--- config.mk ---
export PLATFORM = sky130hd
export DESIGN_NAME = pipe_ctrl_flat
export DESIGN_NICKNAME = d
export VERILOG_FILES = /design/src/rtl/pipe_ctrl_pkg.sv /design/src/rtl/pipe_ctrl_if.sv /design/src/rtl/pipe_ctrl_stall_counters.sv /design/src/rtl/pipe_ctrl.sv /design/src/flat_wrapper.sv
export SDC_FILE = /design/constraint.sdc
export NUM_CORES = 1
export LEC_CHECK = 0
export BUFFER_PORTS_ARGS = -buffer_cell sky130_fd_sc_hd__buf_2
export CORE_MARGIN = 3
export CORE_UTILIZATION = 35
export CTS_BUF_LIST = sky130_fd_sc_hd__clkbuf_4 sky130_fd_sc_hd__clkbuf_8 sky130_fd_sc_hd__clkbuf_16
export CTS_CLUSTER_SIZE = 10
export DETAILED_ROUTE_END_ITERATION = 8
export HOLD_SLACK_MARGIN = 0.08
export PLACE_DENSITY = 0.51
export SETUP_SLACK_MARGIN = 0.3
export SYNTH_ARGS = -nofsm -noshare
export SYNTH_HDL_FRONTEND = slang
export SYNTH_SLANG_ARGS = --single-unit
--- constraint.sdc ---
create_clock -name clk -period 4.9 [get_ports clk]
set_input_delay 0.49 -clock clk [delete_from_list [all_inputs] [get_ports clk]]
set_output_delay 0.49 -clock clk [all_outputs]
set_load 0.1 [all_outputs]
--- src/rtl/pipe_ctrl_pkg.sv ---
// ----------------------------------------------------------------------------
// pipe_ctrl_pkg
// Shared definitions for the five-stage pipeline stall/flush controller:
//   - pipe_state_e : controller FSM states (RUN / PEND / FLUSH)
//   - PERF_*       : perf_sel encodings, also used as stall-cause indices
//   - STG_*        : stage indices for the stall/flush strobe vectors
// ----------------------------------------------------------------------------
package pipe_ctrl_pkg;

    typedef enum logic [1:0] {
        RUN   = 2'd0,
        PEND  = 2'd1,
        FLUSH = 2'd2
    } pipe_state_e;

    // Counter select values; a stall cause is identified by the same code.
    localparam logic [1:0] PERF_IF  = 2'd0;
    localparam logic [1:0] PERF_EX  = 2'd1;
    localparam logic [1:0] PERF_MEM = 2'd2;
    localparam logic [1:0] PERF_EXC = 2'd3;

    localparam int STG_IF  = 0;
    localparam int STG_ID  = 1;
    localparam int STG_EX  = 2;
    localparam int STG_MEM = 3;
    localparam int STG_WB  = 4;

endpackage

--- src/rtl/pipe_ctrl_if.sv ---
// ----------------------------------------------------------------------------
// pipe_ctrl_if
// Bundle between the pipeline and the stall/flush controller.
//   master : pipeline side, drives stall requests, exception request/target
//            and the perf counter select; receives stage strobes.
//   slave  : controller side (pipe_ctrl).
// Signals:
//   if_req_stall / ex_req_stall / mem_req_stall : per-stage stall requests
//   exc_req, exc_target                         : exception redirect request
//   stall_* / flush_*                           : per-stage hold / bubble
//   ex_hold                                     : downstream hold to mul/div
//   redirect_valid, redirect_pc                 : PC redirect
//   perf_sel, perf_data                         : stall counter readout
// ----------------------------------------------------------------------------
interface pipe_ctrl_if #(
    parameter int W_PERF = 32
);
    logic              if_req_stall;
    logic              ex_req_stall;
    logic              mem_req_stall;
    logic              exc_req;
    logic [31:0]       exc_target;
    logic [1:0]        perf_sel;

    logic              stall_if;
    logic              stall_id;
    logic              stall_ex;
    logic              stall_mem;
    logic              stall_wb;
    logic              flush_id;
    logic              flush_ex;
    logic              flush_mem;
    logic              flush_wb;
    logic              ex_hold;
    logic              redirect_valid;
    logic [31:0]       redirect_pc;
    logic [W_PERF-1:0] perf_data;

    modport master (
        output if_req_stall, ex_req_stall, mem_req_stall, exc_req, exc_target, perf_sel,
        input  stall_if, stall_id, stall_ex, stall_mem, stall_wb,
        input  flush_id, flush_ex, flush_mem, flush_wb,
        input  ex_hold, redirect_valid, redirect_pc, perf_data
    );

    modport slave (
        input  if_req_stall, ex_req_stall, mem_req_stall, exc_req, exc_target, perf_sel,
        output stall_if, stall_id, stall_ex, stall_mem, stall_wb,
        output flush_id, flush_ex, flush_mem, flush_wb,
        output ex_hold, redirect_valid, redirect_pc, perf_data
    );

endinterface

--- src/rtl/pipe_ctrl_stall_counters.sv ---
// ----------------------------------------------------------------------------
// pipe_ctrl_stall_counters
// Four wrapping stall-cycle counters (IF, EX, MEM, exception) with a
// combinational readout mux.
// Ports:
//   clk, rst      : clock, asynchronous active-high reset (clears counters)
//   inc_en_i      : a cause won this cycle
//   inc_sel_i     : which counter to bump (PERF_* encoding)
//   perf_sel_i    : readout select
//   perf_data_o   : selected counter value
// ----------------------------------------------------------------------------
module pipe_ctrl_stall_counters
    import pipe_ctrl_pkg::*;
#(
    parameter int W_PERF = 32
) (
    input  logic              clk,
    input  logic              rst,
    input  logic              inc_en_i,
    input  logic [1:0]        inc_sel_i,
    input  logic [1:0]        perf_sel_i,
    output logic [W_PERF-1:0] perf_data_o
);

    logic [W_PERF-1:0] cnt_q [4];

    // Only one cause is ever selected, so a single indexed increment suffices.
    always_ff @(posedge clk or posedge rst) begin
        if (rst) begin
            for (int i = 0; i < 4; i++) begin
                cnt_q[i] <= '0;
            end
        end else if (inc_en_i) begin
            cnt_q[inc_sel_i] <= cnt_q[inc_sel_i] + W_PERF'(1);
        end
    end

    assign perf_data_o = cnt_q[perf_sel_i];

endmodule

--- src/rtl/pipe_ctrl.sv ---
// ----------------------------------------------------------------------------
// pipe_ctrl
// Central stall/flush controller for the IF/ID/EX/MEM/WB pipeline.
// Ports:
//   clk, rst : pipeline clock, asynchronous active-high reset
//   bus      : pipe_ctrl_if.slave (stall requests, exception request,
//              stage strobes, redirect, perf readout)
// Stage strobes are combinational from the requests and the FSM state.
// An exception freezes IF..MEM and bubbles WB, waits (PEND) for any
// outstanding fetch, then spends one FLUSH cycle bubbling ID..WB while the
// PC loads the latched target.
// ----------------------------------------------------------------------------
module pipe_ctrl
    import pipe_ctrl_pkg::*;
#(
    parameter int W_PERF = 32
) (
    input  logic     clk,
    input  logic     rst,
    pipe_ctrl_if.slave bus
);

    pipe_state_e state_q;
    logic [31:0] redirect_pc_q;

    logic [STG_WB:STG_IF] stall;
    logic [STG_WB:STG_ID] flush;
    logic                 redirect_valid;
    logic                 cnt_inc;
    logic [1:0]           cnt_sel;

    // FSM and exception target latch.
    always_ff @(posedge clk or posedge rst) begin
        if (rst) begin
            state_q       <= RUN;
            redirect_pc_q <= '0;
        end else begin
            case (state_q)
                RUN: begin
                    if (bus.exc_req) begin
                        redirect_pc_q <= bus.exc_target;
                        state_q       <= bus.if_req_stall ? PEND : FLUSH;
                    end
                end
                PEND: begin
                    if (!bus.if_req_stall) begin
                        state_q <= FLUSH;
                    end
                end
                FLUSH:   state_q <= RUN;
                default: state_q <= RUN;
            endcase
        end
    end

    // Strobe decode. Everything is forced low while reset is asserted, since
    // the request inputs may still be active then.
    always_comb begin
        stall          = '0;
        flush          = '0;
        redirect_valid = 1'b0;
        cnt_inc        = 1'b0;
        cnt_sel        = PERF_IF;
        if (!rst) begin
            case (state_q)
                RUN: begin
                    if (bus.exc_req) begin
                        // Freeze IF..MEM and keep the excepting instruction from retiring.
                        stall[STG_MEM:STG_IF] = '1;
                        flush[STG_WB]         = 1'b1;
                        cnt_inc               = 1'b1;
                        cnt_sel               = PERF_EXC;
                    end else if (bus.mem_req_stall) begin
                        stall[STG_MEM:STG_IF] = '1;
                        flush[STG_WB]         = 1'b1;
                        cnt_inc               = 1'b1;
                        cnt_sel               = PERF_MEM;
                    end else if (bus.ex_req_stall) begin
                        stall[STG_EX:STG_IF]  = '1;
                        flush[STG_MEM]        = 1'b1;
                        cnt_inc               = 1'b1;
                        cnt_sel               = PERF_EX;
                    end else if (bus.if_req_stall) begin
                        stall[STG_IF]         = 1'b1;
                        flush[STG_ID]         = 1'b1;
                        cnt_inc               = 1'b1;
                        cnt_sel               = PERF_IF;
                    end
                end
                PEND: begin
                    stall[STG_MEM:STG_IF] = '1;
                    flush[STG_WB]         = 1'b1;
                    cnt_inc               = 1'b1;
                    cnt_sel               = PERF_EXC;
                end
                FLUSH: begin
                    flush          = '1;
                    redirect_valid = 1'b1;
                    cnt_inc        = 1'b1;
                    cnt_sel        = PERF_EXC;
                end
                default: begin
                    stall = '0;
                end
            endcase
        end
    end

    assign bus.stall_if       = stall[STG_IF];
    assign bus.stall_id       = stall[STG_ID];
    assign bus.stall_ex       = stall[STG_EX];
    assign bus.stall_mem      = stall[STG_MEM];
    assign bus.stall_wb       = stall[STG_WB];
    assign bus.flush_id       = flush[STG_ID];
    assign bus.flush_ex       = flush[STG_EX];
    assign bus.flush_mem      = flush[STG_MEM];
    assign bus.flush_wb       = flush[STG_WB];
    // Any MEM-level hold must also freeze the mul/div result in EX.
    assign bus.ex_hold        = stall[STG_MEM];
    assign bus.redirect_valid = redirect_valid;
    assign bus.redirect_pc    = redirect_pc_q;

    pipe_ctrl_stall_counters #(
        .W_PERF (W_PERF)
    ) u_stall_counters (
        .clk         (clk),
        .rst         (rst),
        .inc_en_i    (cnt_inc),
        .inc_sel_i   (cnt_sel),
        .perf_sel_i  (bus.perf_sel),
        .perf_data_o (bus.perf_data)
    );

endmodule

--- src/flat_wrapper.sv ---
// flat-port wrapper written by rule: the top's interface ports become plain ports
module pipe_ctrl_flat import pipe_ctrl_pkg::*;
#(
    parameter int W_PERF = 32
)
  (clk, rst, bus_if_req_stall, bus_ex_req_stall, bus_mem_req_stall, bus_exc_req, bus_exc_target, bus_perf_sel, bus_stall_if, bus_stall_id, bus_stall_ex, bus_stall_mem, bus_stall_wb, bus_flush_id, bus_flush_ex, bus_flush_mem, bus_flush_wb, bus_ex_hold, bus_redirect_valid, bus_redirect_pc, bus_perf_data);
  pipe_ctrl_if #(.W_PERF(W_PERF)) bus_i ();
  input  logic clk;
  input  logic rst;
  input wire logic [$bits(bus_i.if_req_stall)-1:0] bus_if_req_stall;
  input wire logic [$bits(bus_i.ex_req_stall)-1:0] bus_ex_req_stall;
  input wire logic [$bits(bus_i.mem_req_stall)-1:0] bus_mem_req_stall;
  input wire logic [$bits(bus_i.exc_req)-1:0] bus_exc_req;
  input wire logic [$bits(bus_i.exc_target)-1:0] bus_exc_target;
  input wire logic [$bits(bus_i.perf_sel)-1:0] bus_perf_sel;
  output wire logic [$bits(bus_i.stall_if)-1:0] bus_stall_if;
  output wire logic [$bits(bus_i.stall_id)-1:0] bus_stall_id;
  output wire logic [$bits(bus_i.stall_ex)-1:0] bus_stall_ex;
  output wire logic [$bits(bus_i.stall_mem)-1:0] bus_stall_mem;
  output wire logic [$bits(bus_i.stall_wb)-1:0] bus_stall_wb;
  output wire logic [$bits(bus_i.flush_id)-1:0] bus_flush_id;
  output wire logic [$bits(bus_i.flush_ex)-1:0] bus_flush_ex;
  output wire logic [$bits(bus_i.flush_mem)-1:0] bus_flush_mem;
  output wire logic [$bits(bus_i.flush_wb)-1:0] bus_flush_wb;
  output wire logic [$bits(bus_i.ex_hold)-1:0] bus_ex_hold;
  output wire logic [$bits(bus_i.redirect_valid)-1:0] bus_redirect_valid;
  output wire logic [$bits(bus_i.redirect_pc)-1:0] bus_redirect_pc;
  output wire logic [$bits(bus_i.perf_data)-1:0] bus_perf_data;
  assign bus_i.if_req_stall = bus_if_req_stall;
  assign bus_i.ex_req_stall = bus_ex_req_stall;
  assign bus_i.mem_req_stall = bus_mem_req_stall;
  assign bus_i.exc_req = bus_exc_req;
  assign bus_i.exc_target = bus_exc_target;
  assign bus_i.perf_sel = bus_perf_sel;
  assign bus_stall_if = bus_i.stall_if;
  assign bus_stall_id = bus_i.stall_id;
  assign bus_stall_ex = bus_i.stall_ex;
  assign bus_stall_mem = bus_i.stall_mem;
  assign bus_stall_wb = bus_i.stall_wb;
  assign bus_flush_id = bus_i.flush_id;
  assign bus_flush_ex = bus_i.flush_ex;
  assign bus_flush_mem = bus_i.flush_mem;
  assign bus_flush_wb = bus_i.flush_wb;
  assign bus_ex_hold = bus_i.ex_hold;
  assign bus_redirect_valid = bus_i.redirect_valid;
  assign bus_redirect_pc = bus_i.redirect_pc;
  assign bus_perf_data = bus_i.perf_data;
  pipe_ctrl #(.W_PERF(W_PERF)) u_core (.clk(clk), .rst(rst), .bus(bus_i));
endmodule
==> results of run 1 <==
## critical path, delay by kind of cell (launching register included)
| family | cells | cell delay, ns |
|---|---|---|
| DFF | 1 | 0.41 |
| adders and majority gates | 1 | 0.35 |
| and+or+nand+nor | 5 | 1.79 |
| AOI/OAI and AO/OA | 3 | 0.37 |
| buffers and inverters | 3 | 0.73 |
| xor gates and xnor gates | 1 | 0.31 |
## registers in the layout (all words and copies together), names as in the netlist
name                           count
u_core.bus.redirect_pc            32
u_core.state_q                     2
u_core.u_stall_counters.cnt_q    128
## cell type report
| type | count | area share, % |
|---|---|---|
| clock buffer | 17 | 4.36 |
| clock inverter | 15 | 1.86 |
| inverter | 8 | 0.347 |
| multi-input combinational | 546 | 40.5 |
| sequential | 162 | 41.6 |
| tap | 313 | 4.02 |
| timing repair buffer | 131 | 7.32 |
## logic make-up (layout without fill, tap and decap cells)
group / Yosys count / after routing / synth area share (%)
AND/OR/NAND/NOR: 242 / 242 / 13.6
buffers and inverters: 65 / 171 / 3.66
multiplexers: 91 / 91 / 16.7
adder cells (fa/ha/maj): 5 / 5 / 0.756
other: 1 / 1 / 0.0453
XOR/XNOR: 33 / 33 / 3.49
flip-flops: 162 / 162 / 49.0
AO/OA/AOI/OAI: 174 / 174 / 12.7
## cell usage in the layout, fill, tap and decap left out, drive strengths merged, types with 10 or more instances in the layout
cell and count:
xor2 13, clkbuf 17, mux2 57, nor3 10, nor2 43, o22ai 30, xnor2 20, o21ai 76
nand2 154, dfrtp 162, buf 131, mux4 32, inv 10, a31o 17, a31oi 12, a21oi 30
## how the worst min path moves through the flow
stage                                        end  slack (ns)
2_1_floorplan  u_core.u_stall_counters.cnt_q[32]        0.46
3_3_place_gp   u_core.u_stall_counters.cnt_q[32]        0.48
3_5_place_dp   u_core.u_stall_counters.cnt_q[32]        0.48
4_1_cts                u_core.bus.redirect_pc[7]        0.28
5_1_grt               u_core.bus.redirect_pc[23]        0.28
6_report               u_core.bus.redirect_pc[7]        0.30
## routing by layer
layer  GRT usage (%)  up-vias  wire (um)  part of all wire [%]
met1            24.9     3031      10300                    49
met2            27.1      100      10100                    48
li1                -     2940          -                     -
met3            2.83       16        595                   2.8
met5               0        -          0                     0
met4            4.30        0        206                  0.97
## per-stage QoR
step	instance area [um2]	utilization, %	hold slack [ns]
after floorplan	8280	-	0.462
after global placement	9140	39.9	0.479
after detailed placement	9140	39.9	0.482
after CTS	9750	42.5	0.276
after global routing	9750	42.5	0.280
final	9750	42.5	0.295
==> flow_metrics.py, run 1 <==
metrics = {
    "critical_path": {
        "reg2reg_from": "u_core.state_q[0]",
        "critical_path.cell_chain": "inv_1 > ha_1 > nor4bb_1 > nand2_2 > buf_4 > buf_4 > o22ai_1 > a31oi_1 > and4bb_2 > nand4_1 > nor4_1 > xnor2_1 > o21ai_0",
        "slowest_stage": "nand2_2",
        "rr_worst_depth": 13,
        "r2r_setup_slack_ns": 0.79,
        "crit_path_max_fanout": 29,
        "worstPathRequired_ns": 5.19,
        "path_common_cell": "buf_4",
        "cp-endpoint": "u_core.u_stall_counters.cnt_q[61]",
        "cp.arrival_ns": 4.40,
        "crit_start": "u_core.state_q[0]",
        "worstReg2RegEnd": "u_core.u_stall_counters.cnt_q[61]",
        "cp-end-kind": "register",
        "crit_type": "reg2reg",
        "cpPeakStageDelay_ns": 0.52,
        "crit_path_start_kind": "register",
    },
    "route": {
        "wire_per_inst_um": 17.9,
        "drtAntennaViolNets": 0,
        "via_count": 6087,
        "drc": 0,
        "drt-vias-per-instance": 5.11,
        "first_pass_iters": 5,
        "wl_um": 21300,
        "dr.first_iter.drc_count": 371,
    },
    "clock_tree": {
        "clk_pin_slew_worst_paths_ns": 0.06,
        "clock_sink_count": 162,
        "clock_latency_ns": 0.43,
        "cts_tree": "done",
        "ctsHoldBuffers": 0,
        "ctsResizeCount": 0,
        "postCtsSetupRepairBufs": 0,
        "cts_buffers": 17,
        "root_buffer": "clkbuf_16",
        "clock_path_buffers": 2,
        "htree_num_levels": 4,
    },
    "finish": {
        "layout.nets": 911,
        "fill_cells": 2257,
        "multi_input_area_um2": 3950,
        "diodes": 0,
        "final_layout_size_suffix_gt1_share_pct": 32.7,
        "syn2layout_area_growth_pct": 17.8,
        "regArea_um2": 4050,
        "layoutNonFillerInstCount": 1192,
    },
    "yosys": {
        "yosysMostFrequentCell": "dfrtp_1",
        "ys_seq_elements": 162,
        "syn_area_per_cell_um2": 10.7,
        "netlist_top_cells_area": "dfrtp_1, mux4_2, mux2_2",
        "async_reset_ff_share_pct": 100,
        "ys.flop_type": "dfrtp_1",
        "synth_common_cells": "dfrtp_1, nand2_1, o21ai_0, mux2_2, nor2_1",
        "synth_cell_type_count": 53,
        "syn_area_um2": 8270,
        "yosysSeqAreaShare_pct": 49.0,
        "yosys.area.top_type_share_pct": 49.0,
        "synth_cells": 773,
        "yosysTopAreaCell": "dfrtp_1",
        "yosys_warnings": 0,
        "synth_edf_count": 0,
        "synth_nets": 818,
    },
    "die": {
        "dieArea_um2": 25500,
        "die_h_um": 160,
        "ios": 115,
        "row_count": 55,
        "core_um2": 22900,
        "start_util_pct": 36.1,
        "fp.dieW_um": 160,
    },
    "grt": {
        "grt_max_degree": 163,
        "grt-ovfl-total": 0,
        "grt_antenna_before_repair": 0,
        "grt_pass1_wl_um": 35000,
        "grt_usage_pct": 17.2,
        "grt_pass1_vias": 6142,
    },
    "hold_path": {
        "min_from": "bus_exc_target[7]",
        "whs_path_depth": 2,
        "hp-class": "in2reg",
    },
    "sta": {
        "setup_tns_ns": 0,
        "max-slew-margin-rel_pct": 33.8,
        "fin_ws_ns": 0.794,
        "fin_crit_sh_pct": 83.8,
        "fmax_ghz": 0.244,
        "worst_pin_slew_ns": 0.993,
        "period_minus_slack_ns": 4.11,
        "finalSetupViolCount": 0,
        "rsz0062_at_grt": "no",
        "finalMaxSlewViolations": 0,
        "finClkSkew_ns": 0.0118,
        "finalHoldViolations": 0,
    },
    "placement": {
        "gp_congestion": 0.765,
        "dp_hpwl_um": 14100,
        "io_buffers": 113,
        "dp.cells": 1160,
        "place_ws_ns": 0.768,
    },
    "outcome": {
        "status": "complete, no violations",
    },
    "flow_run": {
        "maxCapViolCount": 0,
    },
}
Power of run 1 is left out: the tool's default activity adds up to more than one toggle a clock period on the data nets, which glitch-free logic cannot reach.
==> run 2: changes to the inputs <==
==> constraint.sdc (replaced) <==
create_clock -name clk -period 3.6 [get_ports clk]
set_input_delay 0.36 -clock clk [delete_from_list [all_inputs] [get_ports clk]]
set_output_delay 0.36 -clock clk [all_outputs]
set_load 0.1 [all_outputs]
==> flow_metrics.py, run 2 (synthesized netlist as in run 1, its figures left out) <==
metrics = {
    "die": {
        "row_count": 55,
        "core_um2": 22900,
        "ios": 115,
        "start_util_pct": 36.1,
        "dieArea_um2": 25500,
        "fp.dieW_um": 160,
        "die_h_um": 160,
    },
    "route": {
        "via_count": 6462,
        "drt-vias-per-instance": 5.15,
        "dr.first_iter.drc_count": 382,
        "drtAntennaViolNets": 0,
        "drc": 0,
        "wire_per_inst_um": 18.0,
        "wl_um": 22600,
        "first_pass_iters": 5,
    },
    "clock_tree": {
        "clk_pin_slew_worst_paths_ns": 0.07,
        "cts_tree": "done",
        "clock_sink_count": 162,
        "root_buffer": "clkbuf_16",
        "clock_latency_ns": 0.43,
        "cts_buffers": 17,
        "htree_num_levels": 4,
        "clock_path_buffers": 2,
    },
    "finish": {
        "largest_reg_flops": 128,
        "layout_common_cells": "dfrtp_1, nand2_1, buf_2, buf_4, o21ai_0",
        "diodes": 0,
        "final_layout_size_suffix_gt1_share_pct": 42.3,
        "top_register": "u_core.u_stall_counters.cnt_q",
        "syn2layout_area_growth_pct": 28.8,
        "layout.nets": 974,
        "final_common_cell": "dfrtp_1",
        "final_util_pct": 46.5,
    },
    "critical_path": {
        "path_common_cell": "buf_6",
        "crit_path_start_kind": "register",
        "crit_path_max_fanout": 5,
        "slowest_stage": "dfrtp_1",
        "critical_path.cell_chain": "inv_2 > ha_4 > nor4_2 > buf_4 > nor4_4 > buf_6 > buf_6 > o22ai_1 > a31o_2 > nor4_4 > buf_6 > nand4b_4 > nor4b_4 > xnor2_2 > mux2_1",
        "crit_type": "reg2reg",
        "cp-end-kind": "register",
        "cp.arrival_ns": 3.55,
        "cpPeakStageDelay_ns": 0.38,
        "worstPathRequired_ns": 3.92,
    },
    "sta": {
        "finalSetupViolCount": 0,
        "rsz0062_at_grt": "yes",
        "fmax_ghz": 0.310,
        "finalHoldViolations": 0,
        "hold-worst-slack_ns": 0.162,
        "max-slew-margin-rel_pct": 34.7,
        "period_minus_slack_ns": 3.23,
        "finalMaxSlewViolations": 0,
        "worst_pin_slew_ns": 0.979,
        "fin_crit_sh_pct": 89.7,
        "fin_ws_ns": 0.371,
        "finClkSkew_ns": 0.0151,
    },
    "placement": {
        "io_buffers": 113,
        "place_ws_ns": -0.0464,
        "gp_congestion": 0.782,
        "dp_hpwl_um": 14400,
    },
    "grt": {
        "grt-ovfl-total": 0,
        "grt_max_degree": 163,
        "grt_usage_pct": 17.8,
        "grt_antenna_before_repair": 0,
        "grt_pass1_vias": 6563,
        "grt_pass1_wl_um": 36300,
    },
    "hold_path": {
        "hp-class": "in2reg",
    },
    "outcome": {
        "status": "complete, no violations",
    },
    "flow_run": {
        "maxCapViolCount": 0,
    },
}
[run 2: worst max-delay path, delay by kind of cell, from the launching register on]
kind | cells | cell delay, ns
mux | 1 | 0.29
buf+inv | 5 | 0.64
xor+xnor | 1 | 0.12
flops | 1 | 0.38
fa+ha+maj | 1 | 0.31
compound gates | 2 | 0.32
simple gates | 5 | 1.06
[run 2: cell type report]
type                    count  area [um2]
multi-input cells         547        4310
clock inverters            12         133
fillers                  2182       12300
flip-flops and latches    162        4050
inverters                   8        33.8
well taps                 313         392
clock buffers              20         460
repair buffers            193        1270
[run 2: path summary, 6_finish.rpt]
check                                                   from                                end  slack (ns)  cells past startpoint
max                                        u_core.state_q[1]  u_core.u_stall_counters.cnt_q[60]        0.37                     15
min                                       bus_exc_target[17]         u_core.bus.redirect_pc[17]        0.16                      2
max reg2reg                                u_core.state_q[1]  u_core.u_stall_counters.cnt_q[60]        0.37                     15
min reg2reg                u_core.u_stall_counters.cnt_q[32]  u_core.u_stall_counters.cnt_q[32]        0.49                      1
max in group asynchronous                                rst  u_core.u_stall_counters.cnt_q[38]        2.52                      3
min in group asynchronous                                rst                  u_core.state_q[0]        0.30                      3
[run 2: what timing repair did]
item,CTS,global route
pin swaps,12,12
hold buffers,0,0
endpoints found under the hold margin,0,0
gates resized for setup,23,56
setup buffers,20,18
gates cloned,1,1
setup endpoints to repair,95,97
[run 2: through the flow]
stage	area [um2]	cells	TNS (ns)
global route	10700	1255	0
CTS	10300	1236	0
detailed placement	9350	1183	-0.411
finish	10700	1255	0
global placement	9350	1183	-0.674
floorplan	8280	773	0
[run 2: layer usage]
layer  track usage [%]  up-vias  share of wire (%)
li1                  -     3078                  -
met1              24.5     3245                 47
met2              29.0      109                 48
met3              2.59       30                3.1
met4              5.93        0                1.8
met5                 0        -                  0
Power of run 2 is left out for the same reason.
